===== src/rtl/ps2_key_event_queue.sv =====
// PS/2 set-2 scan-code decoder with event FIFO and Tetris action strobes.
// Optional macro TYPEMATIC_FILTER_EN suppresses auto-repeat makes of the action keys.
module ps2_key_event_queue #(
  parameter int DEPTH = 8,
  parameter int AW    = 3
) (
  input  logic          clock,
  input  logic          reset,
  input  logic [7:0]    scan_code,
  input  logic          scan_valid,
  input  logic          evt_ack,
  input  logic          ovf_clear,
  output logic          evt_valid,
  output logic [9:0]    evt_data,
  output logic [AW:0]   evt_count,
  output logic          overflow,
  output logic          act_left,
  output logic          act_right,
  output logic          act_rotate,
  output logic          act_soft,
  output logic          act_hard
);

  typedef enum logic [2:0] {
    IDLE    = 3'd0,
    EXT     = 3'd1,
    BRK     = 3'd2,
    EXT_BRK = 3'd3,
    SKIP    = 3'd4
  } state_t;

  localparam logic [AW:0] FULL_COUNT = (AW + 1)'(DEPTH);

  state_t      state, state_next;
  logic [2:0]  skip_cnt, skip_next;
  logic        emit;
  logic [9:0]  emit_data;
  logic [4:0]  key_sel;
  logic        is_make;
  logic        push_req;
  logic [4:0]  act_next;
  logic        do_push, do_pop, full, drop;

  logic [9:0]    mem [DEPTH];
  logic [AW-1:0] wr_ptr, rd_ptr;

  always_ff @(posedge clock) begin
    if (reset) begin
      state    <= IDLE;
      skip_cnt <= 3'd0;
    end else begin
      state    <= state_next;
      skip_cnt <= skip_next;
    end
  end

  always_comb begin
    state_next = state;
    skip_next  = skip_cnt;
    emit       = 1'b0;
    emit_data  = {2'b00, scan_code};
    if (scan_valid) begin
      case (state)
        IDLE: begin
          case (scan_code)
            8'hE0: state_next = EXT;
            8'hF0: state_next = BRK;
            8'hE1: begin
              state_next = SKIP;
              skip_next  = 3'd7;
            end
            8'hFA, 8'hAA, 8'hEE, 8'hFE, 8'h00, 8'hFF: state_next = IDLE;
            default: emit = 1'b1;
          endcase
        end
        EXT: begin
          case (scan_code)
            8'hF0:        state_next = EXT_BRK;
            8'h12, 8'h59: state_next = IDLE;
            8'hE0:        state_next = EXT;
            default: begin
              emit       = 1'b1;
              emit_data  = {2'b01, scan_code};
              state_next = IDLE;
            end
          endcase
        end
        BRK: begin
          if (scan_code == 8'hE0) begin
            state_next = EXT_BRK;
          end else begin
            emit       = 1'b1;
            emit_data  = {2'b10, scan_code};
            state_next = IDLE;
          end
        end
        EXT_BRK: begin
          state_next = IDLE;
          if (scan_code != 8'h12 && scan_code != 8'h59) begin
            emit      = 1'b1;
            emit_data = {2'b11, scan_code};
          end
        end
        SKIP: begin
          skip_next = skip_cnt - 3'd1;
          if (skip_cnt <= 3'd1) begin
            state_next = IDLE;
            skip_next  = 3'd0;
          end
        end
        default: state_next = IDLE;
      endcase
    end
  end

  // One-hot action key select, ordered {left, right, rotate, soft, hard}
  always_comb begin
    key_sel = 5'b00000;
    is_make = !emit_data[9];
    if (emit) begin
      key_sel[4] = (emit_data[8:0] == 9'h16B);
      key_sel[3] = (emit_data[8:0] == 9'h174);
      key_sel[2] = (emit_data[8:0] == 9'h175);
      key_sel[1] = (emit_data[8:0] == 9'h172);
      key_sel[0] = (emit_data[8:0] == 9'h029);
    end
  end

`ifdef TYPEMATIC_FILTER_EN
  logic [4:0] held;
  logic       repeat_make;

  always_comb begin
    repeat_make = is_make && |(key_sel & held);
    act_next    = (is_make && !repeat_make) ? key_sel : 5'b00000;
    push_req    = emit && !repeat_make;
  end

  always_ff @(posedge clock) begin
    if (reset)
      held <= 5'b00000;
    else if (is_make)
      held <= held | key_sel;
    else
      held <= held & ~key_sel;
  end
`else
  always_comb begin
    act_next = is_make ? key_sel : 5'b00000;
    push_req = emit;
  end
`endif

  always_ff @(posedge clock) begin
    if (reset)
      {act_left, act_right, act_rotate, act_soft, act_hard} <= 5'b00000;
    else
      {act_left, act_right, act_rotate, act_soft, act_hard} <= act_next;
  end

  // A push into a full FIFO is still accepted when the head is popped the same cycle
  always_comb begin
    full    = (evt_count == FULL_COUNT);
    do_pop  = evt_ack && evt_valid;
    do_push = push_req && (!full || do_pop);
    drop    = push_req && full && !do_pop;
  end

  always_ff @(posedge clock) begin
    if (reset) begin
      wr_ptr    <= '0;
      rd_ptr    <= '0;
      evt_count <= '0;
      overflow  <= 1'b0;
    end else begin
      if (do_push) wr_ptr <= wr_ptr + 1'b1;
      if (do_pop)  rd_ptr <= rd_ptr + 1'b1;
      case ({do_push, do_pop})
        2'b10:   evt_count <= evt_count + 1'b1;
        2'b01:   evt_count <= evt_count - 1'b1;
        default: evt_count <= evt_count;
      endcase
      if (drop)
        overflow <= 1'b1;
      else if (ovf_clear)
        overflow <= 1'b0;
    end
  end

  always_ff @(posedge clock) begin
    if (do_push) mem[wr_ptr] <= emit_data;
  end

  always_comb begin
    evt_valid = (evt_count != '0);
    evt_data  = evt_valid ? mem[rd_ptr] : 10'h000;
  end

endmodule


===== config.mk =====
export PLATFORM = sky130hd
export DESIGN_NAME = ps2_key_event_queue
export DESIGN_NICKNAME = d
export VERILOG_FILES = /design/src/rtl/ps2_key_event_queue.sv
export SDC_FILE = /design/constraint.sdc
export NUM_CORES = 1
export LEC_CHECK = 0
export ABC_CLOCK_PERIOD_IN_PS = 10700
export CORE_MARGIN = 2
export CORE_UTILIZATION = 35
export CTS_CLUSTER_DIAMETER = 30
export DETAILED_ROUTE_END_ITERATION = 16
export GPL_TIMING_DRIVEN = 0
export PLACE_DENSITY_LB_ADDON = 0.2
export SLEW_MARGIN = 20
export SYNTH_ARGS = -nofsm -noshare
export SYNTH_HDL_FRONTEND = slang
export SYNTH_SLANG_ARGS = --single-unit
export TNS_END_PERCENT = 30

===== constraint.sdc =====
create_clock -name clock -period 10.7 [get_ports clock]
set_input_delay 2.14 -clock clock [delete_from_list [all_inputs] [get_ports clock]]
set_output_delay 2.14 -clock clock [all_outputs]
set_load 0.01 [all_outputs]

Word level (Yosys, flattened, before mapping)
Memories as Yosys holds them, arrays and structs flattened. A register that Yosys moved wholly into a read port is not among the register bits.
Cells that the tools add are included.
W data, S select, Z words.
{ "op_classes": {"add_sub_neg": 5, "mux": 27, "eq_ne": 27, "order_cmp": 1, "reduce_logical": 20, "bitwise_logic": 1} }
{ "op_table": {"columns": ["cell", "n"], "rows": [
  ["$eq A8 B8 Y1 const B", 8],
  ["$mux W10", 4],
  ["$eq A9 B9 Y1 const B", 4],
  ["$pmux W10 S3", 1],
  ["$pmux W3 S4", 2],
  ["$mux W3", 5],
  ["$eq A9 B6 Y1 const B", 1],
  ["$mux W1", 9],
  ["$mux W9", 1],
  ["$reduce_or A9 Y1", 1],
  ["$eq A8 B5 Y1 const B", 1],
  ["$eq A8 B7 Y1 const B", 1],
  ["$logic_not A8 Y1", 1],
  ["$ne A8 B5 Y1 const B", 1],
  ["$ne A8 B7 Y1 const B", 1],
  ["$pmux W4 S2", 1],
  ["$add A3 B1 Y3 const B", 2],
  ["$eq A3 B2 Y1 const B", 2],
  ["$pmux W3 S2", 1],
  ["$reduce_and A3 Y1", 2],
  ["$reduce_bool A2 Y1", 3],
  ["$reduce_or A6 Y1", 1],
  ["$logic_and A1 B1 Y1", 5],
  ["$ne A5 B3 Y1 const B", 1],
  ["other kinds (21)", 22]
]} }
{ "word_totals": {"inputBits": 13, "register_bits": 22, "ramBits": 80, "wordCells": 93, "mem_count": 1} }
{ "mem_list": {"columns": ["memory", "depth", "width", "rd", "rd_ports_with_merged_regs", "write_ports", "line", "source"], "rows": [
  ["mem", 8, 10, 1, 1, 1, "44", "logic [9:0] mem [DEPTH];"]
]} }

Longest topological paths before layout
Gate-level depths: netlist of run 1.
{ "logic_depth": {"depth_word": 8, "ltp_mapped": 14} }

Worst setup path before layout of run 1
No wires, ideal clock.
{ "synth_path": {"path_type": "input to register", "startpoint": "input port scan_code[0]", "endpoint": "register evt_count[3]", "path_slack_ns": 5.630, "required_time_ns": 10.626, "n_path_buf": 0, "arrival_time_ns": 4.996, "stages": 13, "path_cell_list": "or4_4 or3_4 nand2_4 and4b_4 or3_4 inv_1 ha_1 a21o_1 a21oi_1 nor2b_1 o2111ai_1 a21o_1 a31oi_1"} }
{ "synth_via": {"elab_chain_cells": 8, "word_cells_on_any_way": 27} }
{ "synth_lines": {"columns": ["element", "line", "source"], "rows": [
  ["start, declared", "9", "input logic [7:0] scan_code,"],
  ["$eq A8 B8 Y1, or another cell as far along", "65, 77, 89", null],
  ["$reduce_or A9 Y1 (no line), or another cell as far along", null, null],
  ["$mux W1, on equally long branches", "65, 77, 99", null],
  ["$pmux W1 S4 *", "63", "case (state)"],
  ["$mux W1 *", "62", "if (scan_valid) begin"],
  ["$logic_and A1 B1 Y1 *", "165", "do_push = push_req && (!full || do_pop);"],
  ["$eq A2 B1 Y1 / $eq A2 B2 Y1 (equally long branches)", "178", "case ({do_push, do_pop})"],
  ["$pmux W4 S2 / $reduce_bool A2 Y1 (equally long branches)", null, null],
  ["end signal, assigned", "179", "2'b10: evt_count <= evt_count + 1'b1;"],
  ["end signal, assigned", "180", "2'b01: evt_count <= evt_count - 1'b1;"],
  ["end signal, assigned", "181", "default: evt_count <= evt_count;"],
  ["end, declared", "15", "output logic [AW:0] evt_count,"]
]} }
Mark *: on every way between the ends. The rest lies on a longest branch, timed or not.
A chain may end at the register's enable or synchronous reset.

Final worst setup path of run 1
{ "layout_path": {"startpoint": "input port scan_code[5]", "endpoint": "register evt_count[3]"} }
Same word-level chain as after synthesis.

==> results by group, run 1 <==
Clocking
  – Later-pin clock latency in the skew report: ~0.34 ns
  – CTS tree: built
  – H-Tree Depth: 3
  – Post-CTS setup buffer count: 0
  – # hold bufs at CTS: 0
  – Clk sink count: roughly 110
  – Inserted Clock Buffers: 9
  – Post_cts resized: 0
  – CTS max path bufs: 2
  – Clk slew on worst S/H paths: 0.07 ns
  – Root buf cell: clkbuf_16

Yosys
  – Mapped Cells: about 310
  – Synth top area cells: edfxtp_1 53%, dfxtp_1 11%, mux4_2 9.9%, nor2_1 2.6%, mux2i_1 2.4%
  – Synth Register Bits: around 110
  – Mean area per synthesized cell: roughly 15 µm²
  – Synth Warn #: 0
  – Prevailing post-synth register cell: edfxtp_1
  – Mapped Area: ~4500 µm²
  – Post-synthesis compound-gate area fraction: 6.111%
  – Largest family of logic cells by synthesized area: multiplexers
  – Sequential share of the synthesized area: between 60% and 70%
  – Async S/R FF share, synth: 0%
  – Top cell type by total area after synthesis: edfxtp_1
  – Post-synth EDFFs: 80
  – Synth Area in XOR/XNOR: less than 1%
  – Mux contribution to synthesized area: between 10 and 15%
  – Synth cell types: 54
  – Post-synth top area share: a little over half
  – Area share of fa/ha/maj cells after synthesis: 2.092%
  – Simple-Gate Fraction of Synth Area: approximately an eighth
  – Net Count, Synth: 332

Critical path
  – Crit end category: flop
  – Critical Path AT: around 6.2 ns
  – Crit path largest cell delay: approximately 0.81 ns
  – Critical R2R Capture: mem[7][7]
  – CP Launch Type: input port
  – Worst-path fanout max: 14
  – CP Cell Sequence: clkdlybuf4s50_1 > nand3_1 > nor4_1 > a211oi_1 > and4b_4 > or3_4 > inv_1 > ha_1 > a21o_1 > a21oi_1 > nor2b_1 > o2111ai_1 > a21o_1 > a31oi_1
  – Worst reg2reg path startpoint: state[1]
  – R2r setup slk: 7.27 ns
  – Required time worst endpoint: 10.97 ns
  – CP dominant cell by count: a21o_1
  – Worst r2r path cells: 8
  – Crit path kind: in -> reg
  – Worst-path cell with the longest stage delay: clkdlybuf4s50_1

Power and ir drop
  – Comb pwr share: approximately 30%
  – Leakage: about 1.7 nW
  – Net Sw Frac: just under 30%
  – Clock power frac: 27.2%
  – Seq pwr share: 42.8%
  – Psw: 0.3256 mW
  – Worst VDD drop: ~130 µV
  – Internal Pwr Total: between 0.7 and 0.8 mW
  – Power per cell area: 205.3 nW/µm²

Placed design
  – Inst Count DP: between 500 and 600
  – Placed cell area: a little over 5000 µm²
  – Dpl hpwl: 6629 µm
  – PortBufs: 33
  – GP Congestion: around 0.79

STA
  – Worst Skew: 0.006062 ns
  – Worst-Margin Slew: 1.080 ns
  – Fin. max-slew vios: 0
  – Final hold violation count: 0
  – Fin crit period: approximately 6 ns
  – RSZ-0062 raised after global routing: no
  – Max Fclk: approximately 0.17 GHz
  – Worst slew margin: about 28%
  – Final Setup Violations: 0
  – Setup TNS: 0 ns
  – Period utilization: roughly 56%

Min path
  – Hold depth: 2
  – Hold Path End: overflow
  – Worst hold path startpoint: overflow
  – Hold Path Class: reg -> reg

Routing
  – DRT iter0 DRCs: about 170
  – Wire per inst: between 15 and 20 µm
  – Total number of vias: between 2,000 and 3,000
  – Routed Antenna Nets: 0
  – Via density per instance: about 5
  – Pre-antenna DRT Iters: 4
  – Final wirelength: 9452 µm
  – # DRC: 0

Die
  – # IOs: 34
  – Die Ht: roughly 120 µm
  – Core Box Area: between 10,000 and 15,000 µm²
  – Cell Rows: between 40 and 50
  – Die area: about 14,000 µm²
  – Die Wd: approximately 120 µm
  – Initial Utilization: 35.87%

GRT
  – Gr ovfl total: 0
  – First-pass GRT wire length: between 15,000 and 20,000 µm
  – Largest net degree at the start of global routing: 18
  – Vias in the first global route: ~2,900
  – Initial antenna violation count: 0
  – Gr usage total: ~15%

Final layout
  – FILL cells: ~1,200
  – Layout cells sized above 1: 16.26%
  – Layout Utilization: approximately 43%
  – Flip-flop and latch area: 2903 µm²
  – Finished Cell Area: between 5000 and 6000 µm²
  – Cell Count, Final, Fillers Out: 541
  – Area taken by multi-input logic gates: around 1600 µm²
  – Antenna diode count: 0
  – Most frequent cells in the layout: 80 x edfxtp_1, 33 x clkdlybuf4s50_1, 32 x nor2_1
  – Nets: roughly 380
  – Area grow syn2layout: 20.23%
  – Commonest non-fill, non-tap cell in the layout: edfxtp_1

Outcome
  – Status: complete, no violations

Flow run
  – Max Cap Viol: 0
[state kept, by name, indices dropped and copies added (netlist names), named ones only]
signal      cells
skip_cnt        3
act_soft        1
act_left        1
overflow        1
act_rotate      1
act_right       1
act_hard        1
rd_ptr          3
state           3
evt_count       4
mem            80
wr_ptr          3
[worst max-delay path by stage]
stage | start | endpoint | cells after the start
final | scan_code[5] | evt_count[3] | 14
after global routing | scan_code[6] | evt_count[3] | 14
after CTS | scan_code[6] | evt_count[3] | 14
after detailed placement | scan_code[6] | evt_count[3] | 14
after global placement | scan_code[4] | mem[2][1] | 7
after floorplan | scan_code[0] | evt_count[3] | 13
[stage by stage]
step | total power, mW | worst slack [ns] | hold WS (ns)
after floorplan | 0.6918 | 5.630 | 0.4541
after global placement | 0.8235 | 3.805 | 0.4659
after detailed placement | 0.8318 | 4.444 | 0.4764
after CTS | 1.136 | 4.769 | 0.4881
after global routing | 1.185 | 4.444 | 0.5014
final | 1.122 | 4.752 | 0.4803
[Yosys cell counts, types with 4 or more instances]
library cell  number
nor2_1            32
edfxtp_1          80
nor2b_1            5
nor3_1            11
nor4_1             4
mux2i_1           11
ha_1               6
a32oi_1            5
o21ai_1            4
o21ai_0            5
dfxtp_1           25
nand2b_1           5
a21oi_1            6
nand3_1            5
nand2_1           13
mux4_2            20
clkbuf_1          11
inv_1             12
[per-layer routing]
| metal | vias up | wire length (µm) | global-route usage, % |
|---|---|---|---|
| li1 | 1314 | - | - |
| met1 | 1400 | 4361 | 19.32 |
| met2 | 64 | 4576 | 23.62 |
| met3 | 8 | 403 | 3.779 |
| met4 | 0 | 111 | 4.066 |
| met5 | - | 0 | 0 |
[critical path: cells and delay by family]
family | cells | cell delay, ns
AO/OA/AOI/OAI | 6 | 1.09
adder cells (fa/ha/maj) | 1 | 0.23
buffers and inverters | 2 | 0.90
AND/OR/NAND/NOR | 5 | 1.83
[power groups by stage]
stage               registers, mW  logic [mW]  clock network [mW]
floorplan                   0.487       0.204                   0
global placement            0.488       0.335                   0
detailed placement          0.489       0.342                   0
CTS                         0.481       0.344               0.312
global route                0.484       0.372               0.329
finish                      0.480       0.337               0.305
[logic make-up after synthesis]
logic type               Yosys count
buffers and inverters             24
AND/OR/NAND/NOR                  100
flip-flops                       105
adder cells (fa/ha/maj)            7
multiplexers                      33
AO/OA/AOI/OAI                     39
XOR/XNOR                           4
[layout make-up]
class,instances,area share [%]
plain buffers,12,0.8242
inverters,12,0.8242
multi-input cells,183,29.12
well taps,172,3.938
clock buffers,11,4.258
flip-flops and latches,105,53.11
clock inverters,5,0.6868
repair buffers,41,7.234
No activity file was read; power rests on OpenSTA's default activity.
==> run 2: changes to the inputs <==
- ABC_CLOCK_PERIOD_IN_PS: 10700 -> 6100
- clock period: 10.7 -> 6.1 ns (I/O delays scaled with it)
==> results of run 2 <==
The final DEF is identical to that of run 1. Status: complete, no violations.
Among the figures that moved: setup slack after placement 4.444 ns -> 0.7635 ns; setup slack after layout 4.752 ns -> 1.072 ns; register-to-register setup slack 7.27 ns -> 2.67 ns; total power 1.122 mW -> 1.968 mW; worst IR drop on VDD 127.4 µV -> 223.4 µV
==> run 3: changes to the inputs <==
- ABC_CLOCK_PERIOD_IN_PS: 6100 -> 4710
- clock period: 6.1 -> 4.71 ns (I/O delays scaled with it)
==> run 3 against run 2 <==
Net effect:
- global-route usage is essentially flat
- first-iteration DRC count rose by 13%
- sequential cell count stayed put
- clock skew shrank 0.0010 ns
- power increased by 29%
- cell count did not move
- clock power up 29%
==> results by group, run 3 (synthesis gave the netlist of run 1 again) <==
Flow run
  – Max Cap Viol: 0 (unchanged)

STA
  – Period utilization: 94.31%
  – RSZ-0062 raised after global routing: no (unchanged)
  – Fin crit period: between 4 and 5 ns
  – Worst Skew: 0.005050 ns (was 0.006062 ns)
  – Max Fclk: around 0.23 GHz
  – Fin. max-slew vios: 0 (unchanged)
  – Worst-Margin Slew: 0.9371 ns (was 1.080 ns)
  – Final Setup Violations: 0 (unchanged)
  – Final hold violation count: 0 (unchanged)
  – Worst slew margin: 37.53% (was 27.75%)

Clocking
  – Post-CTS setup buffer count: 0 (unchanged)
  – CTS max path bufs: 2 (unchanged)
  – Later-pin clock latency in the skew report: 0.34 ns (about the same)
  – Clk slew on worst S/H paths: 0.07 ns (about the same)
  – Inserted Clock Buffers: 9 (unchanged)
  – H-Tree Depth: 3 (unchanged)
  – Root buf cell: clkbuf_16 (unchanged)
  – CTS tree: built (unchanged)
  – Clk sink count: 105 (unchanged)

Routing
  – Final wirelength: 9447 µm (was 9452 µm)
  – Met1 wire length: 4446 µm (was 4361 µm)
  – # DRC: 0 (unchanged)
  – DRT iter0 DRCs: 194 (was 172)
  – Routed Antenna Nets: 0 (unchanged)
  – DR WL met3: 364 µm (was 403 µm)
  – Met2 WL post-DR: 4547 µm (was 4576 µm)
  – Via density per instance: 5.120 (was 5.150)
  – Wire per inst: 17.46 µm (was 17.47 µm)
  – DR top layer: met4 (unchanged)
  – Total number of vias: 2,770 (was 2,786)
  – Pre-antenna DRT Iters: 4 (unchanged)

Critical path
  – R2r setup slk: 1.51 ns (was 2.67 ns)
  – Critical Path AT: 4.71 ns (was 5.29 ns)
  – Crit end category: flop (unchanged)
  – Crit path kind: in -> reg (unchanged)
  – Worst r2r path cells: 9 (was 8)
  – Worst reg2reg path startpoint: state[1] (unchanged)
  – Critical R2R Capture: mem[5][0] (was mem[7][7])
  – Worst-path fanout max: 13 (was 14)
  – CP Launch Type: input port (unchanged)
  – Required time worst endpoint: 4.98 ns (was 6.37 ns)

Min path
  – Hold depth: 2 (unchanged)
  – Hold Path Class: reg -> reg (unchanged)
  – Worst hold path startpoint: overflow (unchanged)
  – Hold Path End: overflow (unchanged)

Power and ir drop
  – Leakage: 1.795 nW (was 1.738 nW)
  – Worst VDD drop: 290.5 µV (was 223.4 µV)
  – Power per cell area: 463.7 nW/µm² (was 360.1 nW/µm²)

Die
  – # IOs: 34 (unchanged)
  – Core Box Area: 12,670 µm² (unchanged)
  – Die area: 13,910 µm² (unchanged)
  – Cell Rows: 41 (unchanged)
  – Initial Utilization: 35.87% (unchanged)
  – Die Wd: 118.0 µm (unchanged)
  – Die Ht: 118.0 µm (unchanged)

Placed design
  – Placed cell area: 5195 µm² (unchanged)
  – PortBufs: 33 (unchanged)
  – GP Congestion: 0.7949 (unchanged)
  – Inst Count DP: 525 (unchanged)
  – Dpl hpwl: 6629 µm (unchanged)

GRT
  – First-pass GRT wire length: 15,640 µm (was 15,620 µm)
  – Vias in the first global route: 2,933 (was 2,935)
  – Initial antenna violation count: 0 (unchanged)
  – Largest net degree at the start of global routing: 18 (unchanged)
  – Gr usage total: 14.55% (was 14.54%)
  – Gr ovfl total: 0 (unchanged)

Final layout
  – Top Registers: mem x80, evt_count x4 (unchanged)
  – Max reg flops: 80 (unchanged)
  – Cell Count, Final, Fillers Out: 541 (unchanged)
  – FILL cells: 1,198 (was 1,200)
  – Nets: 384 (unchanged)
  – Commonest non-fill, non-tap cell in the layout: edfxtp_1 (unchanged)
  – Area grow syn2layout: 20.78% (was 20.23%)
  – Finished Cell Area: 5490 µm² (was 5465 µm²)
  – Layout cells sized above 1: 17.07% (was 16.26%)
  – Most frequent cells in the layout: 80 x edfxtp_1, 31 x nor2_1, 27 x clkdlybuf4s50_1 (was 80 x edfxtp_1, 33 x clkdlybuf4s50_1, 32 x nor2_1)
  – Antenna diode count: 0 (unchanged)
  – Largest register by flop count: mem (unchanged)

Outcome
  – Status: complete, no violations (unchanged)
run 3: changes by cell type in the layout (fill, tap and decap cells not counted):
cell	before	now
clkbuf_1	13	12
clkbuf_2	0	1
clkdlybuf4s50_1	33	27
dlymetal6s2s_1	0	6
nor2_1	32	31
nor2_2	0	1
nor4_1	2	1
nor4_2	2	3
run 3: worst max-delay path by stage:
stage | startpoint | to | slack [ns] | depth (start not counted)
floorplan | scan_code[0] | evt_count[3] | 0.84 | 13
global placement | scan_code[4] | mem[2][1] | -0.99 | 7
detailed placement | scan_code[6] | evt_count[3] | -0.35 | 14
CTS | scan_code[0] | evt_count[3] | 0.12 | 14
global route | scan_code[7] | evt_count[3] | 0.002 | 14
finish | scan_code[7] | evt_count[3] | 0.27 | 14
run 3: critical path, cell delays in order:
cell and delay [ns]:
clkdlybuf4s50_1 0.75, nand3_1 0.28, nor4_2 0.49, a211oi_1 0.16, and4b_4 0.26, or3_4 0.41
inv_1 0.09, ha_1 0.23, a21o_1 0.17, a21oi_1 0.26, nor2b_1 0.17, o2111ai_1 0.12
a21o_1 0.20, a31oi_1 0.16
run 3: report_power, final:
part | switching [mW] | internal [mW] | total (mW)
combinational | 0.370 | 0.395 | 0.765
sequential | 0.0395 | 1.05 | 1.09
clock | 0.327 | 0.362 | 0.689
run 3: stage by stage:
step	hold WS, ns	setup TNS (ns)	setup slack, ns	util [%]	total power [mW]
floorplan	0.4541	0	0.8375	-	1.572
global placement	0.4659	-50.95	-0.9871	40.18	1.871
CTS	0.4881	0	0.1233	43.18	2.582
finish	0.4802	0	0.2679	43.33	2.546
detailed placement	0.4764	-2.914	-0.3485	41.00	1.890
global route	0.5014	0	0.002491	43.33	2.693
run 3: layout make-up:
type / count / area, µm² / share of cell area [%]
Multi-Input combinational cell: 183 / 1600 / 29.15
Clock inverter: 5 / 37.54 / 0.6837
Buffer: 12 / 46.29 / 0.8432
Inverter: 12 / 45.04 / 0.8204
Clock buffer: 11 / 232.7 / 4.239
Timing Repair Buffer: 41 / 410.4 / 7.475
Tap cell: 172 / 215.2 / 3.920
Sequential cell: 105 / 2903 / 52.87
run 3: what timing repair did:
action	in CTS	in global routing
endpoints found under the setup margin	1	11
hold buffers	0	0
resized for setup	1	9
run 3: metal layers:
metal,track usage (%),vias to the layer above
li1,-,1314
met1,19.38,1386
met2,23.58,61
met3,3.779,9
met4,4.066,0
met5,0,-
